===== src/rtl/sdm_pkg.sv =====
// Shared types and defaults for the SDM sample-clock sequencer.
// Holds state encoding, reset defaults and the cfg record.
package sdm_pkg;

  localparam int SDM_WIDTH       = 17;
  localparam int SDM_OSR_W       = 10;
  localparam int SDM_DIV_DEFAULT = 5000;
  localparam int SDM_OSR_DEFAULT = 128;

  typedef enum logic [1:0] {
    ST_IDLE  = 2'd0,
    ST_RUN   = 2'd1,
    ST_DRAIN = 2'd2
  } sdm_state_e;

  // Sized for the default divider/OSR widths.
  typedef struct packed {
    logic [SDM_WIDTH-1:0] div;
    logic [SDM_OSR_W-1:0] osr;
  } sdm_cfg_t;

  function automatic logic cfg_legal(sdm_cfg_t c);
    return (c.div != '0) && (c.osr != '0);
  endfunction

endpackage


===== src/rtl/sdm_half_div.sv =====
// Half-period divider: toggles clk_out every div enabled cycles.
// Ports: clk, rst_n, en, restart, div -> clk_out, rise, fall.
module sdm_half_div
  import sdm_pkg::*;
#(
  parameter int WIDTH = SDM_WIDTH
) (
  input  logic             clk,
  input  logic             rst_n,
  input  logic             en,
  input  logic             restart,
  input  logic [WIDTH-1:0] div,
  output logic             clk_out,
  output logic             rise,
  output logic             fall
);

  localparam logic [WIDTH:0] ONE = 1;

  logic [WIDTH-1:0] r_q, r_d;
  logic             clk_q, clk_d;
  logic             tick;

  assign tick = en &&
    (({1'b0, r_q} + ONE) == {1'b0, div});

  // rise/fall flag the edge that lands on
  // the next clock, so callers can register.
  assign rise = tick & ~clk_q;
  assign fall = tick & clk_q;

  always_comb begin
    r_d   = r_q;
    clk_d = clk_q;
    if (!en || restart) begin
      r_d   = '0;
      clk_d = 1'b0;
    end else if (tick) begin
      r_d   = '0;
      clk_d = ~clk_q;
    end else begin
      r_d = r_q + WIDTH'(1);
    end
  end

  always_ff @(posedge clk) begin
    if (!rst_n) begin
      r_q   <= '0;
      clk_q <= 1'b0;
    end else begin
      r_q   <= r_d;
      clk_q <= clk_d;
    end
  end

  assign clk_out = clk_q;

endmodule


===== src/rtl/sdm_clk_sequencer.sv =====
// Run/stop sequencer for the modulator sample clock, framed by OSR.
// Ports: cfg_div/osr/wr, start, stop -> busy, clk_out, strobes, cnt, err.
module sdm_clk_sequencer
  import sdm_pkg::*;
#(
  parameter int WIDTH       = SDM_WIDTH,
  parameter int DIV_DEFAULT = SDM_DIV_DEFAULT,
  parameter int OSR_W       = SDM_OSR_W,
  parameter int OSR_DEFAULT = SDM_OSR_DEFAULT,
  parameter int FCNT_W      = 16
) (
  input  logic              clk,
  input  logic              reset,
  input  logic [WIDTH-1:0]  cfg_div,
  input  logic [OSR_W-1:0]  cfg_osr,
  input  logic              cfg_wr,
  input  logic              start,
  input  logic              stop,
  output logic              busy,
  output logic              clk_out,
  output logic              sample_stb,
  output logic              frame_done,
  output logic [FCNT_W-1:0] frame_cnt,
  output logic              cfg_err
);

  localparam logic [OSR_W:0] P_ONE = 1;

  sdm_state_e        state_q, state_d;
  sdm_cfg_t          act_q, act_d;
  sdm_cfg_t          shd_q, shd_d;
  sdm_cfg_t          cfg_in;
  logic              pend_q, pend_d;
  logic [OSR_W-1:0]  p_q, p_d;
  logic [FCNT_W-1:0] fcnt_q, fcnt_d;
  logic              stb_q, stb_d;
  logic              fd_q, fd_d;
  logic              err_q, err_d;

  logic en, rise, fall;
  logic frame_end, wr_ok;

  assign cfg_in = '{div: cfg_div, osr: cfg_osr};
  assign wr_ok  = cfg_wr && cfg_legal(cfg_in);
  assign en     = (state_q != ST_IDLE);

  assign frame_end = fall &&
    (({1'b0, p_q} + P_ONE) == {1'b0, act_q.osr});

  sdm_half_div #(
    .WIDTH (WIDTH)
  ) u_div (
    .clk     (clk),
    .rst_n   (reset),
    .en      (en),
    .restart (frame_end),
    .div     (act_q.div),
    .clk_out (clk_out),
    .rise    (rise),
    .fall    (fall)
  );

  always_comb begin
    state_d = state_q;
    act_d   = act_q;
    shd_d   = shd_q;
    pend_d  = pend_q;
    p_d     = p_q;
    fcnt_d  = fcnt_q;
    err_d   = err_q;
    stb_d   = rise;
    fd_d    = frame_end;

    if (cfg_wr)
      err_d = !wr_ok;

    if (!en || frame_end)
      p_d = '0;
    else if (fall)
      p_d = p_q + OSR_W'(1);

    if (frame_end)
      fcnt_d = fcnt_q + FCNT_W'(1);

    unique case (1'b1)
      (state_q == ST_IDLE): begin
        if (start && !stop)
          state_d = ST_RUN;
      end
      (state_q == ST_RUN): begin
        // stop on the closing cycle ends here
        if (stop)
          state_d = frame_end ? ST_IDLE
                              : ST_DRAIN;
      end
      (state_q == ST_DRAIN): begin
        if (frame_end)
          state_d = ST_IDLE;
      end
      default: state_d = ST_IDLE;
    endcase

    // Running config only moves at a frame
    // boundary; a coincident write wins.
    if (!en) begin
      if (wr_ok)
        act_d = cfg_in;
    end else if (frame_end) begin
      if (wr_ok)
        act_d = cfg_in;
      else if (pend_q)
        act_d = shd_q;
      pend_d = 1'b0;
    end else if (wr_ok) begin
      shd_d  = cfg_in;
      pend_d = 1'b1;
    end
  end

  always_ff @(posedge clk) begin
    if (!reset) begin
      state_q   <= ST_IDLE;
      act_q.div <= SDM_WIDTH'(DIV_DEFAULT);
      act_q.osr <= SDM_OSR_W'(OSR_DEFAULT);
      shd_q.div <= SDM_WIDTH'(DIV_DEFAULT);
      shd_q.osr <= SDM_OSR_W'(OSR_DEFAULT);
      pend_q    <= 1'b0;
      p_q       <= '0;
      fcnt_q    <= '0;
      stb_q     <= 1'b0;
      fd_q      <= 1'b0;
      err_q     <= 1'b0;
    end else begin
      state_q <= state_d;
      act_q   <= act_d;
      shd_q   <= shd_d;
      pend_q  <= pend_d;
      p_q     <= p_d;
      fcnt_q  <= fcnt_d;
      stb_q   <= stb_d;
      fd_q    <= fd_d;
      err_q   <= err_d;
    end
  end

  assign busy       = en;
  assign sample_stb = stb_q;
  assign frame_done = fd_q;
  assign frame_cnt  = fcnt_q;
  assign cfg_err    = err_q;

endmodule


===== config.mk =====
export PLATFORM = sky130hd
export DESIGN_NAME = sdm_clk_sequencer
export DESIGN_NICKNAME = d
export VERILOG_FILES = /design/src/rtl/sdm_pkg.sv /design/src/rtl/sdm_half_div.sv /design/src/rtl/sdm_clk_sequencer.sv
export SDC_FILE = /design/constraint.sdc
export NUM_CORES = 1
export LEC_CHECK = 0
export BUFFER_PORTS_ARGS = -buffer_cell sky130_fd_sc_hd__buf_2
export CORE_UTILIZATION = 35
export CTS_BUF_LIST = sky130_fd_sc_hd__clkbuf_8
export CTS_CLUSTER_DIAMETER = 40
export CTS_CLUSTER_SIZE = 30
export DETAILED_ROUTE_END_ITERATION = 12
export GPL_ROUTABILITY_DRIVEN = 0
export SLEW_MARGIN = 20
export SYNTH_ARGS = -nofsm -noshare
export SYNTH_HDL_FRONTEND = slang
export SYNTH_HIERARCHICAL = 1
export SYNTH_SLANG_ARGS = --single-unit
export TNS_END_PERCENT = 10

===== constraint.sdc =====
create_clock -name clk -period 5.5 [get_ports clk]
set_input_delay 0.275 -clock clk [delete_from_list [all_inputs] [get_ports clk]]
set_output_delay 0.275 -clock clk [all_outputs]
set_load 0.005 [all_outputs]

; Word-level counts from Yosys, hierarchy flattened
; Index checks and enable logic that the tools add are counted.
[classes]
bitwise = 5
n_eq_ne = 8
add_sub_neg = 5
reduce_logical = 22
n_mux = 12
[ops]
columns = operator, n
row1 = 27-bit 2-to-1 mux, 5
row2 = "17-bit by 1-bit adder with 18-bit output, second input constant", 1
row3 = 18-bit by 17-bit equality test with 1-bit output, 1
row4 = "17-bit by 1-bit adder with 17-bit output, second input constant", 1
row5 = 17-bit nonzero test, 1
row6 = "16-bit by 1-bit adder with 16-bit output, second input constant", 1
row7 = "10-bit by 1-bit adder with 11-bit output, second input constant", 1
row8 = 11-bit by 10-bit equality test with 1-bit output, 1
row9 = "10-bit by 1-bit adder with 10-bit output, second input constant", 1
row10 = 10-bit nonzero test, 1
row11 = 3-bit AND reduction, 3
row12 = 2-bit 2-to-1 mux, 4
row13 = 2-bit nonzero test, 4
row14 = "2-bit != test, second input constant", 3
row15 = 2-bit case mux with 3 select lines, 1
row16 = 1-bit logical AND, 5
row17 = 1-bit zero test, 3
row18 = 1-bit NOT, 3
row19 = 3-bit OR reduction, 1
row20 = 1-bit AND, 2
row21 = "2-bit by 1-bit equality test with 1-bit output, second input constant", 1
row22 = "2-bit equality test, second input constant", 1
row23 = 2-bit zero test, 1
row24 = 1-bit 2-to-1 mux, 2
row25 = other kinds (4), 4
[word_totals]
word_cells = 65
out_inout_bits = 21
reg_bits = 104

; Depth between registers and ports, before layout
[depth]
ltp_word = 8
depth_mapped = 17

; By module
; The synthesis kept the hierarchy.
[by_module_without_submodules]
columns = module, cells_each, n_inst, seq_area_each_um2, area_each_um2
row1 = sdm_clk_sequencer, 499, 1, 1721.7, 4176.5
row2 = sdm_half_div, 173, 1, 360.3, 1468.9

; Worst setup path after synthesis
; OpenSTA, ideal clock, no wires.
[synth_path]
path_type = register to register
from = register u_div.r_q[1]
to = register u_div.r_q[14]
slack_ns = 1.265
setup_time_ns = 0.132
path_stages_with_launch = 18
path_buffers = 3
period_less_slack_ns = 4.235
t_arrival_ns = 4.103
cell_sequence = dfxtp_1 > ha_1 > nand4_1 > buf_2 > or4b_1 > o221ai_1 > nor2_1 > or4b_1 > nor4_1 > clkbuf_1 > nand2_1 > nor3_1 > o211a_1 > nand3_1 > inv_1 > nand3b_1 > clkbuf_1 > nor3_1
[synth_between]
elab_chain_len = 7
[synth_lines]
columns = element, line_no
row1 = from (decl), sdm_half_div.sv:20  ; logic [WIDTH-1:0] r_q, r_d;
row2 = from (signal assigned), sdm_half_div.sv:51  ; r_q <= r_d;
row3 = 17-bit by 1-bit adder with 18-bit output, sdm_half_div.sv:25  ; (({1'b0, r_q} + ONE) == {1'b0, div});
row4 = 18-bit by 17-bit equality test with 1-bit output, sdm_half_div.sv:25
row5 = 1-bit logical AND, sdm_half_div.sv:24  ; assign tick = en &&
row6 = 1-bit AND, sdm_half_div.sv:30  ; assign fall = tick & clk_q;
row7 = named net fall, sdm_clk_sequencer.sv:40  ; logic en, rise, fall;
row8 = 1-bit logical AND, sdm_clk_sequencer.sv:47  ; assign frame_end = fall &&
row9 = named net fd_d, sdm_clk_sequencer.sv:37  ; logic fd_q, fd_d;
row10 = 1-bit logical OR, sdm_half_div.sv:35  ; if (!en || restart) begin
row11 = 3-bit OR reduction (no source line), -
; The timed path passes the listed nets, and every way through them passes these cells.
; A chain may end at the register's enable or synchronous reset.

; Final worst setup path
[layout_path]
from = register u_div.r_q[5]
to = register u_div.clk_q (netlist: u_div/clk_out)
[layout_between]
elab_chain_len = 7
[layout_lines]
columns = element, line_no
row1 = 17-bit by 1-bit adder with 18-bit output, sdm_half_div.sv:25
row2 = 18-bit by 17-bit equality test with 1-bit output, sdm_half_div.sv:25
row3 = 1-bit logical AND, sdm_half_div.sv:24
row4 = 1-bit AND, sdm_half_div.sv:30
row5 = named net fall, sdm_clk_sequencer.sv:40
row6 = 1-bit logical AND, sdm_clk_sequencer.sv:47
row7 = named net fd_d, sdm_clk_sequencer.sv:37
row8 = 1-bit logical OR, sdm_half_div.sv:35
row9 = 2-bit OR reduction (no source line), -
row10 = to (signal assigned), sdm_half_div.sv:52  ; clk_q <= clk_d;
row11 = to (decl), sdm_half_div.sv:21  ; logic clk_q, clk_d;
; The timed path passes the listed nets, and every way through them passes these cells.

==> results.md <==
- Outcome: finished, final reports clean
- Vias in the first global route: around 4600
- R2r startpoint: u_div/r_q[5]
- Post-synthesis sequential area ratio: roughly 37%
- Synth cell types: between 60 and 70
- Main synth FF type: dfxtp_1
- Pwr/cell area: 237 mW/mm²
- Sinks on Clock Net: 104
- CTS max path bufs: 2
- Worst Setup SP: u_div/r_q[5]
- Drt drc: 0
- First-pass DRT Iterations: 5
- Fin Setup TNS: 0 ns
- Worst path depth: 14
- Syn_nets: 707
- Fraction of registers with async set/reset: 0%
- Global-route wire length before repair: between 20000 and 25000 µm
- Startpoint Class: flip-flop
- Final hold vios: 0
- Max VDD drop: 0.141 mV
- Share of layout cells above drive strength 1: 14.0%
- Synthesis Warnings: 6
- Clock skew: 0.00834 ns
- CTS tree: yes
- EDFF count, synth: 0
- Placed instance area: 0.00607 mm²
- RSZ-0062 raised after global routing: false
- Core Rows: 46
- Final Cell Area: roughly 0.0064 mm²
- Crit path buf inv count: 1
- Core area: roughly 0.016 mm²
- Input/output buffers: 52
- Fin nets: between 700 and 800
- Pleak: between 0.002 and 0.0025 µW
- Post-synth top area cell: dfxtp_1
- Max FO, Critical Path: 12
- Crit path required time: approximately 5.8 ns
- Final worst slack: about 0.63 ns
- Via density per instance: around 5.3
- Delay-heaviest family, CP: simple AND/OR/NAND/NOR gates
- Critical path type: flip-flop to flip-flop
- Count of final setup violators: 0
- Syn-to-layout area delta: 13.2%
- DP Worst Slack: approximately 0.4 ns
- Number of routed nets with antenna violations: 0
- N_diodes: 0
- Antenna violations before repair: 0
- CTS H-tree depth: 3
- Pins over their slew limit: 0
- Total gr overflow: 0
- #FFs+latches synth: between 100 and 150
- R2R depth: 14
- Crit-path cells: nand3_1 -> nor4_1 -> xnor2_1 -> o21ai_0 -> or4b_1 -> nor4_1 -> nand2_1 -> nor3_1 -> o211a_1 -> nand3_1 -> inv_1 -> nand3b_1 -> nor2_1 -> mux2_1
- Post-Syn Area: 0.00565 mm²
- Syn Area/Cell: between 8 and 9 µm²
- DIE AREA: between 0.015 and 0.02 mm²
- Top-count cell post-synth: dfxtp_1
- 1st-iter DRT viols: roughly 280
- Crit path DAT: a little over 5 ns
- Via count: approximately 5000
- Hold depth: 2
- Part of the cycle the worst path needs: about nine tenths
- Die X: 129 µm
- Synth cell count leaders: dfxtp_1, nand2_1, o21ai_0
- Post-detail-place hpwl: 9480 µm
- Synth area leaders: dfxtp_1, mux2i_1, xnor2_1
- Gate Count Post-Synth: 672
- Critical path's largest stage delay: ~0.58 ns
- Max cap viols: 0
- GRT Total Usage: between 10% and 20%
- Root Driver: clkbuf_8
- Top Ports: 53
- Wirelength per Cell: approximately 14 µm
- F_max: 205 MHz
- Slowest CP cell: nor4_1
- CP endpoint kind: flip-flop
- Slew at the pin closest to its max-slew limit: 0.727 ns
- Clock buffer count from CTS: 9
- Number of hold buffers added after cts: 0
- Fin crit period: about 5 ns
- Total wire length: approximately 13000 µm
- Hold_sp: stop
- Synth top area share: between 30% and 40%
- Initial Util: between 30% and 40%
- Largest net degree at the start of global routing: 55
- Worst-path clk slew: approximately 0.11 ns
- Die Y-Extent: ~130 µm
- Worst-Skew Late Latency: approximately 0.39 ns
- Min-delay worst type: input port to flip-flop
- Relative slew margins: 51.6%
-- sequential cells by signal, indices dropped and copies added, names as in the netlist --
| signal | flops |
|---|---|
| act_q | 27 |
| pend_q | 1 |
| sample_stb | 1 |
| u_div/clk_out | 1 |
| shd_q | 27 |
| u_div/r_q | 17 |
| state_q | 2 |
| cfg_err | 1 |
| frame_done | 1 |
| frame_cnt | 16 |
| p_q | 10 |
-- final cells by class --
cell class | instances | area, µm²
Timing Repair Buffer | 66 | 405
Fill cell | 1583 | 9440
Sequential cell | 104 | 2080
Clock inverter | 6 | 95.1
Inverter | 12 | 45.0
Multi-Input combinational cell | 511 | 3360
Clock buffer | 10 | 138
Tap cell | 216 | 270
-- worst reg2reg max path, cell delays in order (launching register included) --
cell,delay [ns]
dfxtp_1,0.55
nand3_1,0.39
nor4_1,0.58
xnor2_1,0.22
o21ai_0,0.14
or4b_1,0.55
nor4_1,0.49
nand2_1,0.11
nor3_1,0.25
o211a_1,0.21
nand3_1,0.24
inv_1,0.20
nand3b_1,0.47
nor2_1,0.10
mux2_1,0.30
-- cells in the final DEF (no fill, tap or decap), drive strengths merged, types with 4 or more instances in the layout --
cell type,n
a21oi,35
a31oi,4
and2,4
and3,4
buf,66
clkbuf,10
dfxtp,104
inv,16
mux2,4
mux2i,39
nand2,61
nand2b,4
nand3,45
nand3b,5
nand4,12
nor2,38
nor3,23
nor3b,6
nor4,12
o21ai,58
o31a,5
o31ai,5
or3,28
or4,15
xnor2,33
xor2,19
-- worst paths after layout --
kind	end	slack, ns
hold / removal	state_q[0]	0.08
hold reg to reg	shd_q[2]	0.46
setup reg to reg	u_div/clk_out	0.63
setup / recovery	u_div/clk_out	0.63
-- stage by stage --
stage / cells / util [%] / hold slack (ns) / power [µW]
after floorplan: 672 / - / 0.354 / 914
after global placement: 904 / 38.3 / 0.443 / 957
after detailed placement: 904 / 38.3 / 0.450 / 963
after CTS: 920 / 39.8 / 0.0689 / 1530
after global routing: 925 / 40.4 / 0.0777 / 1590
final: 925 / 40.4 / 0.0835 / 1520
-- timing repair --
item,in CTS,in global routing
endpoints found under the setup margin,0,9
setup buffers,0,3
resized for setup,0,2
-- report_power, final --
group | internal, µW | total (µW) | switching [µW]
Clock | 276 | 564 | 288
Combinational | 67.4 | 156 | 88.4
Sequential | 775 | 796 | 20.5
-- metal layers --
layer  track usage [%]  share of wire (%)  wire length, µm
met3              3.33                5.2              698
met5                 0                  0                0
met4              7.20                2.2              296
met2              24.5                 43             5760
met1              24.0                 50             6650
-- kinds of logic (layout without fill, tap and decap cells) --
| logic type | Yosys count | in the layout | synth area share (%) |
|---|---|---|---|
| simple gates | 275 | 275 | 26.3 |
| compound gates | 135 | 135 | 14.7 |
| flops | 104 | 104 | 36.9 |
| buf+inv | 57 | 94 | 4.39 |
| xor+xnor | 55 | 55 | 9.29 |
| mux | 43 | 43 | 7.78 |
| fa+ha+maj | 3 | 3 | 0.665 |
Note: power is estimated with default switching activity, not from simulation.
